## src/rtl/command_encoder_if.sv

```systemverilog
// Request handshake and SPI link signals of the command encoder.
interface command_encoder_if;
  logic       req_valid;
  logic       req_ready;
  logic       req_type;
  logic [2:0] req_color;
  logic [4:0] req_row;
  logic [4:0] req_col;
  logic [9:0] req_score;
  logic       sck;
  logic       mosi;
  logic       cs_n;
  logic       busy;
  logic       done;

  // Requester side: issues requests, observes the link.
  modport master (
    output req_valid, req_type, req_color, req_row, req_col, req_score,
    input  req_ready, sck, mosi, cs_n, busy, done
  );

  // Encoder side: accepts requests, drives the link.
  modport slave (
    input  req_valid, req_type, req_color, req_row, req_col, req_score,
    output req_ready, sck, mosi, cs_n, busy, done
  );
endinterface

```

## src/rtl/command_encoder.sv

```systemverilog
// SPI mode-0 master that packs colour-write / score-update requests into
// 3-byte packets {command, databyte1, databyte2} and shifts them out MSB first.
module command_encoder #(
  parameter int unsigned CLK_DIV        = 4,
  parameter logic [7:0]  COLOR_CMD_BASE = 8'h80,
  parameter logic [7:0]  SCORE_CMD      = 8'h40
) (
  input  logic             clk,
  input  logic             reset,
  command_encoder_if.slave bus
);

  localparam int unsigned   CntW    = (CLK_DIV > 1) ? $clog2(CLK_DIV) : 1;
  localparam logic [CntW-1:0] CntLast = CntW'(CLK_DIV - 1);

  typedef enum logic [2:0] {StIdle, StSetup, StShiftHi, StShiftLo, StGap} state_e;

  state_e          state_q, state_d;
  logic [CntW-1:0] cnt_q, cnt_d;
  logic [4:0]      bit_q, bit_d;
  logic [23:0]     sr_q, sr_d;
  logic            sck_q, sck_d;
  logic            mosi_q, mosi_d;
  logic            cs_n_q, cs_n_d;
  logic            busy_q, busy_d;
  logic            done_q, done_d;
  logic            req_ready_q, req_ready_d;

  logic [23:0]     packet;
  logic            accept;
  logic            cnt_last;
  logic            shifting;

  // Build the packet from the request fields; unused fields are ignored.
  always_comb begin
    if (bus.req_type) begin
      packet = {SCORE_CMD, 6'b0, bus.req_score[9:8], bus.req_score[7:0]};
    end else begin
      packet = {COLOR_CMD_BASE[7:3], bus.req_color, 3'b0, bus.req_row, 3'b0, bus.req_col};
    end
  end

  // Next-state logic: phase sequencing, half-period counting and shifting.
  always_comb begin
    state_d  = state_q;
    cnt_d    = cnt_q;
    bit_d    = bit_q;
    sr_d     = sr_q;
    accept   = bus.req_valid && req_ready_q;
    cnt_last = (cnt_q == CntLast);
    unique case (state_q)
      StIdle: begin
        if (accept) begin
          state_d = StSetup;
          cnt_d   = '0;
          bit_d   = 5'd23;
          sr_d    = packet;
        end
      end
      StSetup: begin
        if (cnt_last) begin
          state_d = StShiftHi;
          cnt_d   = '0;
        end else begin
          cnt_d = cnt_q + CntW'(1);
        end
      end
      StShiftHi: begin
        if (cnt_last) begin
          state_d = StShiftLo;
          cnt_d   = '0;
          // mosi advances on the falling edge, except after the final bit.
          if (bit_q != 5'd0) begin
            sr_d = {sr_q[22:0], 1'b0};
          end
        end else begin
          cnt_d = cnt_q + CntW'(1);
        end
      end
      StShiftLo: begin
        if (cnt_last) begin
          cnt_d = '0;
          if (bit_q == 5'd0) begin
            state_d = StGap;
          end else begin
            state_d = StShiftHi;
            bit_d   = bit_q - 5'd1;
          end
        end else begin
          cnt_d = cnt_q + CntW'(1);
        end
      end
      StGap: begin
        if (cnt_last) begin
          state_d = StIdle;
          cnt_d   = '0;
        end else begin
          cnt_d = cnt_q + CntW'(1);
        end
      end
      default: begin
        state_d = StIdle;
        cnt_d   = '0;
      end
    endcase
  end

  // Outputs are decoded from the next state and registered, so the link pins are glitch-free.
  always_comb begin
    shifting    = (state_d == StSetup) || (state_d == StShiftHi) || (state_d == StShiftLo);
    sck_d       = (state_d == StShiftHi);
    cs_n_d      = !shifting;
    mosi_d      = shifting && sr_d[23];
    busy_d      = (state_d != StIdle);
    done_d      = (state_d == StGap) && (cnt_d == CntLast);
    req_ready_d = (state_d == StIdle);
  end

  // State and output registers; reset drops any packet in flight immediately.
  always_ff @(posedge clk or negedge reset) begin
    if (!reset) begin
      state_q     <= StIdle;
      cnt_q       <= '0;
      bit_q       <= '0;
      sr_q        <= '0;
      sck_q       <= 1'b0;
      mosi_q      <= 1'b0;
      cs_n_q      <= 1'b1;
      busy_q      <= 1'b0;
      done_q      <= 1'b0;
      req_ready_q <= 1'b0;
    end else begin
      state_q     <= state_d;
      cnt_q       <= cnt_d;
      bit_q       <= bit_d;
      sr_q        <= sr_d;
      sck_q       <= sck_d;
      mosi_q      <= mosi_d;
      cs_n_q      <= cs_n_d;
      busy_q      <= busy_d;
      done_q      <= done_d;
      req_ready_q <= req_ready_d;
    end
  end

  assign bus.req_ready = req_ready_q;
  assign bus.sck       = sck_q;
  assign bus.mosi      = mosi_q;
  assign bus.cs_n      = cs_n_q;
  assign bus.busy      = busy_q;
  assign bus.done      = done_q;

endmodule

```

## src/flat_wrapper.sv

```systemverilog
// flat-port wrapper written by rule: the top's interface ports become plain ports
module command_encoder_flat 
#(
  parameter int unsigned CLK_DIV        = 4,
  parameter logic [7:0]  COLOR_CMD_BASE = 8'h80,
  parameter logic [7:0]  SCORE_CMD      = 8'h40
)
  (clk, reset, bus_req_valid, bus_req_type, bus_req_color, bus_req_row, bus_req_col, bus_req_score, bus_req_ready, bus_sck, bus_mosi, bus_cs_n, bus_busy, bus_done);
  command_encoder_if bus_i ();
  input  logic clk;
  input  logic reset;
  input wire logic [$bits(bus_i.req_valid)-1:0] bus_req_valid;
  input wire logic [$bits(bus_i.req_type)-1:0] bus_req_type;
  input wire logic [$bits(bus_i.req_color)-1:0] bus_req_color;
  input wire logic [$bits(bus_i.req_row)-1:0] bus_req_row;
  input wire logic [$bits(bus_i.req_col)-1:0] bus_req_col;
  input wire logic [$bits(bus_i.req_score)-1:0] bus_req_score;
  output wire logic [$bits(bus_i.req_ready)-1:0] bus_req_ready;
  output wire logic [$bits(bus_i.sck)-1:0] bus_sck;
  output wire logic [$bits(bus_i.mosi)-1:0] bus_mosi;
  output wire logic [$bits(bus_i.cs_n)-1:0] bus_cs_n;
  output wire logic [$bits(bus_i.busy)-1:0] bus_busy;
  output wire logic [$bits(bus_i.done)-1:0] bus_done;
  assign bus_i.req_valid = bus_req_valid;
  assign bus_i.req_type = bus_req_type;
  assign bus_i.req_color = bus_req_color;
  assign bus_i.req_row = bus_req_row;
  assign bus_i.req_col = bus_req_col;
  assign bus_i.req_score = bus_req_score;
  assign bus_req_ready = bus_i.req_ready;
  assign bus_sck = bus_i.sck;
  assign bus_mosi = bus_i.mosi;
  assign bus_cs_n = bus_i.cs_n;
  assign bus_busy = bus_i.busy;
  assign bus_done = bus_i.done;
  command_encoder #(.CLK_DIV(CLK_DIV), .COLOR_CMD_BASE(COLOR_CMD_BASE), .SCORE_CMD(SCORE_CMD)) u_core (.clk(clk), .reset(reset), .bus(bus_i));
endmodule
```

## config.mk

```make
export PLATFORM = sky130hd
export DESIGN_NAME = command_encoder_flat
export DESIGN_NICKNAME = d
export VERILOG_FILES = /design/src/rtl/command_encoder_if.sv /design/src/rtl/command_encoder.sv /design/src/flat_wrapper.sv
export SDC_FILE = /design/constraint.sdc
export NUM_CORES = 1
export LEC_CHECK = 0
export ABC_AREA = 1
export BUFFER_PORTS_ARGS = -buffer_cell sky130_fd_sc_hd__buf_2
export CORE_MARGIN = 2
export CORE_UTILIZATION = 60
export DETAILED_ROUTE_END_ITERATION = 8
export PLACE_DENSITY = 0.84
export SYNTH_ARGS = -nofsm -noshare
export SYNTH_HDL_FRONTEND = slang
export SYNTH_SLANG_ARGS = --single-unit
```

## constraint.sdc

```tcl
create_clock -name clk -period 3.2 [get_ports clk]
set_input_delay 0.48 -clock clk [delete_from_list [all_inputs] [get_ports clk]]
set_output_delay 0.48 -clock clk [all_outputs]
set_load 0.005 [all_outputs]
```

* After elaboration in Yosys (flattened, before gate mapping) *
Index checks and enable logic that the tools add are counted.

storage, ports and cells
  bits in registers = 40
  input bits = 27
  output and inout port bits = 6

operators by class
  add/sub/neg operators = 2
  eq/ne operators = 15
  mux-type cells = 19
  reduce and logical (&&, ||, !) cells = 16

operators with widths
  kind                   count
  $mux W24               4
  $pmux W24 S2           1
  $mux W3                6
  $mux W5                3
  $pmux W3 S5            1
  $eq A3 B2 Y1 const B   4
  $pmux W5 S2            1
  $ne A2 B1 Y1 const B   4
  $reduce_and A4 Y1      2
  $eq A3 B1 Y1 const B   2
  $eq A3 B3 Y1 const B   2
  $logic_not A3 Y1       2
  $logic_not A5 Y1       1
  $reduce_bool A5 Y1     1
  $sub A5 B1 Y5 const B  1
  $eq A2 B2 Y1 const B   2
  $mux W2                2
  $pmux W2 S2            1
  $reduce_bool A2 Y1     2
  $reduce_or A4 Y1       1
  $logic_and A1 B1 Y1    3
  $reduce_bool A3 Y1     1
  $add A2 B1 Y2 const B  1
  $logic_or A1 B1 Y1     2
  2 further kinds        2

* Logic depth before layout (Yosys ltp) *
Gate-level depths: netlist (run 1).

  depth after elaboration = 8
  mapped depth = 11
  depth with buffers taken out = 10

* Worst setup path before layout (run 1) *
Ideal clock, no wire load.

  path type = reg2reg
  start point = reg u_core.bit_q[0]
  end point = reg u_core.sr_q[3]
  setup time = 0.121 ns
  data arrival time = 1.342 ns
  setup slack = 1.737 ns
  stages on the path, launching flop included = 11
  path buffers = 1
  period minus slack after synthesis = 1.463 ns
  cells stage by stage = dfrtp_1 inv_1 ha_1 inv_1 nor2_2 nand2_4 nand2_4 nor2_8 buf_4 a21oi_1 nand2_1

between the ends
  word-level cells in the longest chain between the ends = 3

ends and longest elaborated chain
  what                                RTL line                RTL
  from (decl)                         command_encoder.sv:20   logic [4:0] bit_q, bit_d;
  from (signal assigned)              command_encoder.sv:135  bit_q <= bit_d;
  $reduce_bool A5 Y1                  command_encoder.sv:73   if (bit_q != 5'd0) begin
  $ne A2 B1 Y1 (no source line)       -
  $reduce_and A4 Y1 (no source line)  -
  to (signal assigned)                command_encoder.sv:136  sr_q <= sr_d;
  to (decl)                           command_encoder.sv:21   logic [23:0] sr_q, sr_d;

No other way between the ends.
A chain may end at the register's enable or synchronous reset.

* Worst setup path in the final report (run 1) *
  start point = reg u_core.cnt_q[0]
  end point = reg u_core.sr_q[21]

between the ends
  word-level cells in the longest chain between the ends = 3

ends and longest elaborated chain
  what                                RTL line                RTL
  from (decl)                         command_encoder.sv:19   logic [CntW-1:0] cnt_q, cnt_d;
  from (signal assigned)              command_encoder.sv:134  cnt_q <= cnt_d;
  $eq A2 B2 Y1                        command_encoder.sv:50   cnt_last = (cnt_q == CntLast);
  $ne A2 B1 Y1 (no source line)       -
  $reduce_and A4 Y1 (no source line)  -

No other way between the ends.

==> run summary, run 1 <==
• **outcome** complete, no violations
• **most common library cells after synthesis** nand2_1 (97), dfrtp_1 (39), nor2_1 (27)
• **first-pass iteration count of the detailed router** 4
• **Synth Net Count** 293
• **cell internal pwr** 1095 uW
• **number of distinct standard cells referenced by the synthesized netlist** 28
• **Clk network pwr share** 14.3%
• **Row Count** 21
• **height of the chip** 63.79 um
• **setup slack, reg-to-reg** 1.41 ns
• **Die X** 63.79 um
• **part of the power in registers** 45.8%
• **clock sinks** 40
• **count of input and output buffers** 32
• **portion of total power attributed to combinational logic** 39.9%
• **final core occ** 69.95%
• **flip-flop cell with the highest count after synthesis** dfrtp_1
• **Floorplan Core Area** 3390 um^2
• **Worst-Skew Late Latency** 0.36 ns
• **number of instances in the synthesized netlist** 263
• **critical path fanouts, max** 23
• **final-report hold violation count** 0
• **Setup Total Neg Slack** 0 ns
• **die area** 4069 um^2
• **worst min-delay path class** primary input to async pin
• **number of warning messages in the yosys log** 0
• **Vias per Instance** 5.102
• **Hold Buf Count CTS** 0
• **most used standard cell by instance count after synthesis** nand2_1
• **number of primary I/O pins** 33
• **maxcap violations** 0
• **initial antenna violation count** 0
• **gr usage total** 22.72%
• **pins over their slew limit** 0
• **Setup violations, final** 0
• **number of gates given a new drive strength after cts** 0
• **CTS buffer count** 5
• **global-route wire length before repair** 7148 um
• **H-Tree Depth** 2
• **Post-DP HPWL** 2930 um
• **via count of the first global-routing pass** 1638
• **minimum clock period** 1.786 ns
• **top cells by area, synth** dfrtp_1 (46%), nand2_1 (17%), nor2_1 (4.7%), nand3_1 (4.7%), nor2_8 (2.8%)
• **RSZ-0062 raised after global routing** false
• **asr flop ratio synth** 100.0%
• **Remaining DRCs** 0
• **ANT nets after route** 0
• **Final Routed Wirelength** 3957 um
• **fraction of power spent switching nets** 41.06%
• **fraction of synthesized cell area taken by the top area cell type** 45.51%
• **Detail Route met3 WL** 155 um
• **initial core utilization** 63.27%
• **Yosys reg bits** 40
• **final critical-path share of the clock period** 55.82%
• **P_leak** 0.001311 uW
• **maximum number of pins on one net before global-route repair** 41
• **met2 routed WL** 1887 um
• **area of the mapped netlist** 2145 um^2
• **critical path class** register to register
• **final weighted congestion of routability-driven global placement** 0.8013
• **Fin Clk Skew** 0.008589 ns
• **area growth from synthesis to layout** 10.56%
• **sequential fraction of the synthesis area** 46.73%
• **antenna cell count** 0
• **Clock Path Buffers** 2
• **layout cell share with drive strength beyond 1** 21.96%
• **Worst-Margin Slew** 0.8360 ns
• **clock tree root buffer cell** clkbuf_4
• **post-synthesis area per instance** 8.154 um^2
• **wire length the detailed router placed on met1** 1844 um
• **Worst-path clk slew** 0.11 ns
• **number of enable-type register cells in the synthesized netlist** 0
• **maximum resistive drop on vdd** 363.4 uV
• **clock tree from TritonCTS** yes
• **global route overflow** 0
• **worst slack on hold paths** 0.2075 ns
• **power density over the cells** 783.7 nW/um^2
• **Post-layout nets** 325
• **startpoint types** register
• **Setup Buffers After CTS** 0
• **Worst Path Arrival** 2.04 ns
• **iteration-0 DRC count of the detailed router** 163
• **element type at the critical path end** register
• **via count** 1745
• **switching power** 763.1 uW
• **worst slew margin relative to its limit** 44.27%
• **final routed wire length divided by cell count** 11.57 um
• **library cell with the largest summed area after synthesis** dfrtp_1
• **top layer used by detailed routing** met4
• **Worst EP required** 3.45 ns
• **highest clock frequency the design can meet** 559.8 MHz
-- final timing paths --
kind	startpoint	end	cells after the start
setup / recovery	u_core.cnt_q[0]	u_core.sr_q[21]	6
max in group asynchronous	reset	u_core.sr_q[8]	1
hold / removal	reset	u_core.cnt_q[0]	1
hold reg to reg	u_core.sr_q[14]	u_core.sr_q[14]	2
min in group clk	bus_req_col[0]	u_core.sr_q[0]	3
setup reg to reg	u_core.cnt_q[0]	u_core.sr_q[21]	6
-- flip-flops by register name (all words and copies together), names as in the netlist --
name                  flops
u_core.bus.mosi           1
u_core.sr_q              24
u_core.cnt_q              2
u_core.bus.busy           1
u_core.bus.req_ready      1
u_core.state_q            3
u_core.bus.cs_n           1
u_core.bus.done           1
u_core.bit_q              5
u_core.bus.sck            1
-- area by class of cell --
class                           count  area [um^2]
Multi-Input combinational cell    198         1025
Clock buffer                        8        58.81
Sequential cell                    40         1002
Timing Repair Buffer               32        160.2
Tap cell                           46        57.56
Inverter                           18        67.56
Fill cell                         276         1018
-- power groups by stage --
stage                     Clock (uW)  Combinational (uW)  Sequential (uW)
final                            266                 741              851
after global routing             298                 854              876
after CTS                        275                 747              848
after global placement             0                 722              856
after floorplan                    0                 599              833
after detailed placement           0                 745              858
-- per-stage QoR --
step | std cells | power (uW) | instance area, um^2 | setup WS (ns)
after floorplan | 263 | 1432 | 2145 | 1.737
after global placement | 334 | 1578 | 2312 | 1.539
after detailed placement | 334 | 1602 | 2312 | 1.442
after CTS | 342 | 1869 | 2371 | 1.417
after global routing | 342 | 2028 | 2371 | 1.244
final | 342 | 1858 | 2371 | 1.414
-- metal layers --
metal / vias to the layer above / global-route usage (%)
met4: 0 / 10.60
met1: 817 / 30.47
met3: 8 / 4.225
met5: - / 0
li1: 889 / -
met2: 31 / 35.68
-- placed cells by master (no fill, tap or decap), drive strengths merged --
| cell type | Yosys | layout |
|---|---|---|
| dfrtp | 39 | 39 |
| a21boi | 7 | 7 |
| o21a | 4 | 4 |
| clkbuf | 0 | 8 |
| nand3 | 22 | 22 |
| or2 | 2 | 2 |
| ha | 3 | 3 |
| nor2 | 36 | 36 |
| and2 | 1 | 1 |
| inv | 18 | 18 |
| o21ai | 4 | 4 |
| nand3b | 1 | 1 |
| dfstp | 1 | 1 |
| xor2 | 2 | 2 |
| o211ai | 2 | 2 |
| buf | 7 | 32 |
| nand2 | 105 | 105 |
| a21oi | 9 | 9 |
-- critical path: stages, from the launching register on --
cell and delay (ns):
dfrtp_1 0.40, ha_1 0.59, nand2_4 0.14, nor2_8 0.26, nor2_8 0.12, nand2_1 0.09, nand2_1 0.05
-- cells by family after synthesis --
family	after synthesis	synth area share, %
compound gates	26	7.584
xor+xnor	2	0.8170
fa+ha+maj	3	1.750
buf+inv	25	5.485
flops	40	46.73
simple gates	167	37.63
(Power assumes the default switching activity.)
==> run 2: changes to the inputs <==
- ABC_AREA: 1 -> 0
- CORE_UTILIZATION: 60 -> 49
- PLACE_DENSITY: 0.84 -> 0.74
- clock period: 3.2 -> 1.5 ns (I/O delays scaled with it)
==> run summary, run 2 <==
• **H-Tree Depth** 2, unchanged
• **Worst Path Arrival** 2.06 ns, +0.02 ns
• **minimum clock period** 1.842 ns, +0.05581 ns
• **highest clock frequency the design can meet** 542.8 MHz, -3.0%
• **Worst-Skew Late Latency** 0.30 ns, -0.06 ns
• **global-route wire length before repair** 7893 um, +10%
• **clock tree root buffer cell** clkbuf_8
• **area after detailed placement** 2211 um^2, -4.4%
• **asr flop ratio synth** 100.0%, unchanged
• **fill cell instance count of the final layout** 254, -8.0%
• **Fin Clk Skew** 0.005354 ns, -0.003235 ns
• **final critical-path share of the clock period** 122.8%, +67 points
• **commonest non-fill, non-tap cells in the layout** dfrtp_1 (39), buf_2 (32), nand2_1 (25), buf_4 (25), nor2_1 (13)
• **part of the power in registers** 56.3%, +10 points
• **iteration-0 DRC count of the detailed router** 105, -36%
• **global route overflow** 0, unchanged
• **initial core utilization** 50.72%, -13 points
• **Remaining DRCs** 0, unchanged
• **post-synthesis area per instance** 10.43 um^2, +28%
• **Die X** 65.56 um, +2.8%
• **critical path class** register to register
• **count of input and output buffers** 32, unchanged
• **maxcap violations** 0, unchanged
• **RSZ-0062 raised after global routing** true
• **layout cell share with drive strength beyond 1** 43.21%, +21 points
• **antenna cell count** 0, unchanged
• **via count** 1705, -2.3%
• **fraction of synthesized cell area taken by the top area cell type** 52.56%, +7.1 points
• **Floorplan Core Area** 3661 um^2, +8.0%
• **Final Routed Wirelength** 5153 um, +30%
• **clock sinks** 40, unchanged
• **Post-DP HPWL** 2990 um, +2.1%
• **number of warning messages in the yosys log** 0, unchanged
• **pins over their slew limit** 0, unchanged
• **final weighted congestion of routability-driven global placement** 0.7819, -2.4%
• **P_leak** 0.001275 uW, -2.7%
• **power density over the cells** 739.8 nW/um^2, -5.6%
• **most common library cells after synthesis** dfrtp_1 (39), nand2_1 (29), nor2_1 (14)
• **slowest cell on the critical path** or4b_4
• **cell internal pwr** 1485 uW, +36%
• **first-pass iteration count of the detailed router** 4, unchanged
• **outcome** finished, violations left
• **number of enable-type register cells in the synthesized netlist** 0, unchanged
• **cells along the critical path** inv_2, ha_4, or4b_4, buf_4, nand3_4, or3_1, mux2i_1
• **startpoint types** register
• **most common cell after layout, fill and taps aside** dfrtp_1
• **die area** 4297 um^2, +5.6%
• **final-report hold violation count** 0, unchanged
• **area of the mapped netlist** 1857 um^2, -13%
• **Worst-path clk slew** 0.08 ns, -0.03 ns
• **register bank with the most flops** u_core.sr_q
• **Setup violations, final** 36, +36
• **Clock Path Buffers** 2, unchanged
• **maximum number of pins on one net before global-route repair** 41, unchanged
• **worst min-delay path class** primary input to register
• **portion of total power attributed to combinational logic** 4.4%, -36 points
• **violated checks** negative setup slack
• **fraction of power spent switching nets** 22.41%, -19 points
• **area growth from synthesis to layout** 39.29%
• **worst slew margin relative to its limit** 77.30%, +33 points
• **Worst-Margin Slew** 0.3379 ns, -0.4981 ns
• **Worst EP required** 1.72 ns, -1.73 ns
• **element type at the critical path end** register
• **flip-flop cell with the highest count after synthesis** dfrtp_1
• **Synth Net Count** 208, -29%
• **number of distinct standard cells referenced by the synthesized netlist** 37, +32%
• **final core occ** 70.64%, +0.69 points
• **number of primary I/O pins** 33, unchanged
• **top cells by area, synth** dfrtp_1 (53%), nand2_1 (5.9%), mux2i_1 (4.3%), a22oi_1 (3.6%), a221o_1 (3.2%)
• **height of the chip** 65.56 um, +2.8%
• **max incr delay on CP** 0.54 ns, -0.05 ns
• **clock tree from TritonCTS** yes
• **finished layout cell area** 2586 um^2, +9.1%
• **gr usage total** 24.74%, +2.0 points
• **Vias per Instance** 5.859, +15%
• **critical path fanouts, max** 6, -74%
• **Clk network pwr share** 39.3%, +25 points
• **maximum resistive drop on vdd** 554.5 uV, +53%
• **final routed wire length divided by cell count** 17.71 um, +53%
• **slack of the critical path** -0.3422 ns, -1.756 ns
• **switching power** 428.7 uW, -44%
• **sequential fraction of the synthesis area** 53.98%, +7.2 points
• **most used standard cell by instance count after synthesis** dfrtp_1
• **initial antenna violation count** 0, unchanged
• **CTS buffer count** 5, unchanged
• **ANT nets after route** 0, unchanged
• **via count of the first global-routing pass** 1706, +4.2%
• **Largest register FFs** 24, unchanged
• **Row Count** 22, +4.8%
• **library cell with the largest summed area after synthesis** dfrtp_1
• **largest registers** u_core.sr_q: 24 flops, u_core.bit_q: 5 flops, u_core.state_q: 3 flops
• **Yosys reg bits** 40, unchanged
• **number of instances in the synthesized netlist** 178, -32%
• **Post-layout nets** 272, -16%
run 2: cell count changes after synthesis, moves of 7 or more:
cell,previous run,this run
nor2_1,27,14
a22oi_1,0,9
a21boi_0,7,0
nor3_1,0,7
nand2_1,97,29
mux2i_1,0,8
nand3_1,20,6
inv_1,13,5
run 2: layout make-up:
cell class              count  area [um^2]  area share (%)
flip-flops and latches     40         1002           38.75
multi-input cells         124        955.9           36.96
clock inverters             2        10.01          0.3870
inverters                   5        18.77          0.7257
repair buffers             66        456.7           17.66
well taps                  48        60.06           2.322
clock buffers               6        82.58           3.193
run 2: worst max-delay path: cells and delay by family, from the launching register on:
family	cells	cell delay, ns
fa+ha+maj	1	0.13
buf+inv	2	0.29
flops	1	0.41
mux	1	0.20
simple gates	3	0.75
run 2: logic make-up (layout without fill, tap and decap cells):
logic type	after synthesis	count (layout)	share of synthesized area [%]
and+or+nand+nor	71	73	18.46
DFF	40	40	53.98
AOI/OAI and AO/OA	38	38	16.04
buffers and inverters	16	79	4.245
muxes	8	8	4.313
adders and majority gates	3	3	2.022
xor gates and xnor gates	2	2	0.9436
run 2: final timing paths:
| kind | slack (ns) | to | from | cells after the start |
|---|---|---|---|---|
| max | -0.34 | u_core.bit_q[4] | u_core.bit_q[1] | 7 |
| min | 0.14 | u_core.sr_q[16] | bus_req_color[0] | 3 |
| max reg2reg | -0.34 | u_core.bit_q[4] | u_core.bit_q[1] | 7 |
| min reg2reg | 0.47 | u_core.sr_q[5] | u_core.sr_q[5] | 2 |
| max in group asynchronous | 0.82 | u_core.bus.cs_n | reset | 3 |
| min in group asynchronous | 0.42 | u_core.state_q[0] | reset | 3 |
run 2: power groups by stage:
stage	Clock, uW	Combinational (uW)	Sequential (uW)
after floorplan	0	16.6	1100
after global placement	0	79.4	1100
after detailed placement	0	82.0	1100
after CTS	745	85.3	1080
after global routing	799	93.0	1080
final	752	84.2	1080
run 2: repair_timing:
item	in CTS	in global routing
gates resized for setup	19	28
hold endpoints to repair	39	0
hold buffers	1	0
cloned	2	3
buffers inserted	3	4
pin swaps	8	16
setup endpoints to repair	36	37
run 2: per-stage QoR:
step	hold WS [ns]	power, uW	setup TNS (ns)	instances	setup WS [ns]
3_5_place_dp	0.2089	1181	-9.140	270	-0.3825
5_1_grt	0.1489	1969	-11.41	291	-0.3877
6_report	0.1391	1913	-9.525	291	-0.3422
3_3_place_gp	0.2040	1178	-6.327	270	-0.2876
2_1_floorplan	-0.07059	1116	-8.588	178	-0.3943
4_1_cts	0.1518	1908	-7.654	284	-0.2842
run 2: routing by layer:
metal | GRT usage, % | up-vias | routed length (um)
met4 | 10.68 | 0 | 150
met3 | 6.164 | 17 | 307
li1 | - | 768 | -
met5 | 0 | - | 0
met1 | 29.66 | 853 | 2185
met2 | 42.22 | 67 | 2509
==> run 3: changes to the inputs <==
- ABC_AREA: 0 -> 1
- CORE_UTILIZATION: 49 -> 51
- PLACE_DENSITY: 0.74 -> 0.76
- SETUP_SLACK_MARGIN: not set -> 0.02
- SLEW_MARGIN: not set -> 10
==> run summary, run 3 (same netlist as run 1, synthesis figures left out) <==
• **startpoint of the worst-slack reg-to-reg timing path** u_core.bit_q[0]
• **count of input and output buffers** 32, unchanged
• **switching power** 1803 uW, +320%
• **register bank with the most flops** u_core.sr_q
• **Largest register FFs** 24, unchanged
• **critical path class** register to register
• **part of the power in registers** 41.4%, -15 points
• **outcome** finished, violations left
• **CTS buffer count** 5, unchanged
• **Remaining DRCs** 0, unchanged
• **Setup Total Neg Slack** -0.001578 ns, +9.523 ns
• **Setup violations, final** 1, -97%
• **highest clock frequency the design can meet** 666.0 MHz, +23%
• **Fin Clk Skew** 0.005863 ns, +0.0005089 ns
• **gr usage total** 22.67%, -2.1 points
• **fraction of power spent switching nets** 39.90%, +17 points
• **global route overflow** 0, unchanged
• **startpoint types** register
• **FF+latch area** 1002 um^2, unchanged
• **Row Count** 23, +4.5%
• **Clock Path Buffers** 2, unchanged
• **final-report hold violation count** 0, unchanged
• **final routed wire length divided by cell count** 12.99 um, -27%
• **cell internal pwr** 2716 uW, +83%
• **slowest cell on the critical path** dfrtp_1
• **Final Routed Wirelength** 4781 um, -7.2%
• **end point of the worst hold path** u_core.sr_q[0]
• **final weighted congestion of routability-driven global placement** 0.8425, +7.8%
• **Die X** 68.85 um, +5.0%
• **RSZ-0062 raised after global routing** true
• **die area** 4740 um^2, +10%
• **largest registers** u_core.sr_q: 24 flops, u_core.bit_q: 5 flops, u_core.state_q: 3 flops
• **initial core utilization** 53.23%, +2.5 points
• **number of instances in the placed design** 348, +29%
• **CP delay by family, top** simple AND/OR/NAND/NOR gates
• **initial antenna violation count** 0, unchanged
• **first-pass iteration count of the detailed router** 4, unchanged
• **maximum number of pins on one net before global-route repair** 21, -49%
• **clock tree root buffer cell** clkbuf_8
• **Worst-path clk slew** 0.07 ns, about the same
• **violated checks** negative setup slack
• **worst slack on hold paths** 0.1705 ns, +0.03137 ns
• **Worst-Skew Late Latency** 0.29 ns, about the same
• **via count of the first global-routing pass** 1777, +4.2%
• **worst reg-to-reg path cell count** 10, +3
• **antenna cell count** 0, unchanged
• **maxcap violations** 0, unchanged
• **Worst R2R End** u_core.sr_q[2]
• **area growth from synthesis to layout** 25.09%
• **height of the chip** 68.85 um, +5.0%
• **portion of total power attributed to combinational logic** 41.7%, +37 points
• **iteration-0 DRC count of the detailed router** 110, +4.8%
• **worst min-delay path class** primary input to register
• **Worst-Margin Slew** 0.4328 ns, +0.09492 ns
• **Clk network pwr share** 16.9%, -22 points
• **setup slack, reg-to-reg** -0.002 ns, +0.34 ns
• **clock tree from TritonCTS** yes
• **minimum clock period** 1.502 ns, -0.3406 ns
• **worst slew margin relative to its limit** 71.15%, -6.2 points
• **most common cell after layout, fill and taps aside** nand2_1
• **area of the multi-input gates** 1104 um^2, +15%
• **max incr delay on CP** 0.39 ns, -0.15 ns
• **via count** 1888, +11%
• **pins over their slew limit** 0, unchanged
• **worst hold path depth** 3, unchanged
• **element type at the critical path end** register
• **P_leak** 0.001447 uW, +13%
• **cells along the critical path** inv_2, ha_4, inv_2, nor2_4, nand2_4, nand2_4, nor2_8, clkbuf_16, a21oi_2, nand2_1
• **power density over the cells** 1685 nW/um^2, +130%
• **finished layout cell area** 2683 um^2, +3.7%
• **final core occ** 66.58%, -4.1 points
• **fill cell instance count of the final layout** 358, +41%
• **worst path buffer plus inverter count** 3, +1
• **global-route wire length before repair** 7893 um, unchanged
• **ANT nets after route** 0, unchanged
• **clock sinks** 40, unchanged
• **number of primary I/O pins** 33, unchanged
• **Worst Path Arrival** 1.69 ns, -0.37 ns
• **non-filler instance count after layout** 368, +26%
• **maximum resistive drop on vdd** 592.9 uV, +6.9%
• **H-Tree Depth** 2, unchanged
• **layout cell share with drive strength beyond 1** 33.02%, -10 points
• **Worst EP required** 1.68 ns, -0.04 ns
• **Post-DP HPWL** 3274 um, +9.5%
• **final critical-path share of the clock period** 100.1%, -23 points
• **Post-layout nets** 348, +28%
• **Vias per Instance** 5.130, -12%
• **area after detailed placement** 2405 um^2, +8.8%
• **commonest non-fill, non-tap cells in the layout** nand2_1 (93), dfrtp_1 (39), buf_2 (32)
• **slack of the critical path** -0.001578 ns, +0.3406 ns
• **Floorplan Core Area** 4029 um^2, +10%
• **critical path fanouts, max** 8, +2
• **Hold Path Origin** bus_req_col[0]
## run 3: timing repair
action                     4_1_cts  5_1_grt
setup buffers                    1        8
hold buffers                     1        0
resized for setup                1       19
pin swaps                        2        8
cloned                           1        2
hold endpoints to repair        18        0
setup endpoints to repair       23       31
## run 3: final cells by class
class / instances / area share (%)
clock buffer: 7 / 3.591
inverter: 18 / 2.519
multi-input combinational: 200 / 41.14
sequential: 40 / 37.36
tap: 50 / 2.332
timing repair buffer: 53 / 13.06
## run 3: power by group through the flow
stage          logic (uW)  registers, uW  clock network, uW
3_3_place_gp         1620           1830                  0
5_1_grt              2150           1930                825
4_1_cts              1720           1840                785
3_5_place_dp         1690           1840                  0
6_report             1890           1870                763
2_1_floorplan        1280           1780                  0
## run 3: routing by layer
metal | wire (um) | global-route usage [%]
met1 | 2029 | 26.98
met3 | 254 | 6.494
met4 | 131 | 9.314
met5 | 0 | 0
met2 | 2366 | 38.34
## run 3: how the worst max path moves through the flow
stage	from	to	slack, ns	cells past startpoint
global route	u_core.bit_q[0]	u_core.sr_q[2]	-0.08	10
finish	u_core.bit_q[0]	u_core.sr_q[2]	-0.002	10
global placement	u_core.bit_q[1]	u_core.sr_q[1]	0.03	10
CTS	u_core.bit_q[1]	u_core.sr_q[2]	0.02	10
floorplan	u_core.bit_q[0]	u_core.sr_q[3]	0.04	10
detailed placement	u_core.bit_q[1]	u_core.sr_q[2]	-0.04	10
## run 3: through the flow
| stage | setup slack [ns] | power (uW) |
|---|---|---|
| floorplan | 0.03706 | 3054 |
| global placement | 0.02804 | 3457 |
| detailed placement | -0.03795 | 3533 |
| CTS | 0.01589 | 4348 |
| global route | -0.08084 | 4897 |
| finish | -0.001578 | 4520 |
## run 3: worst register-to-register path, stage by stage (launching register included)
cell and delay [ns]:
dfrtp_1 0.39, inv_2 0.08, ha_4 0.13, inv_2 0.04, nor2_4 0.12, nand2_4 0.08
nand2_4 0.09, nor2_8 0.08, clkbuf_16 0.17, a21oi_2 0.14, nand2_1 0.06
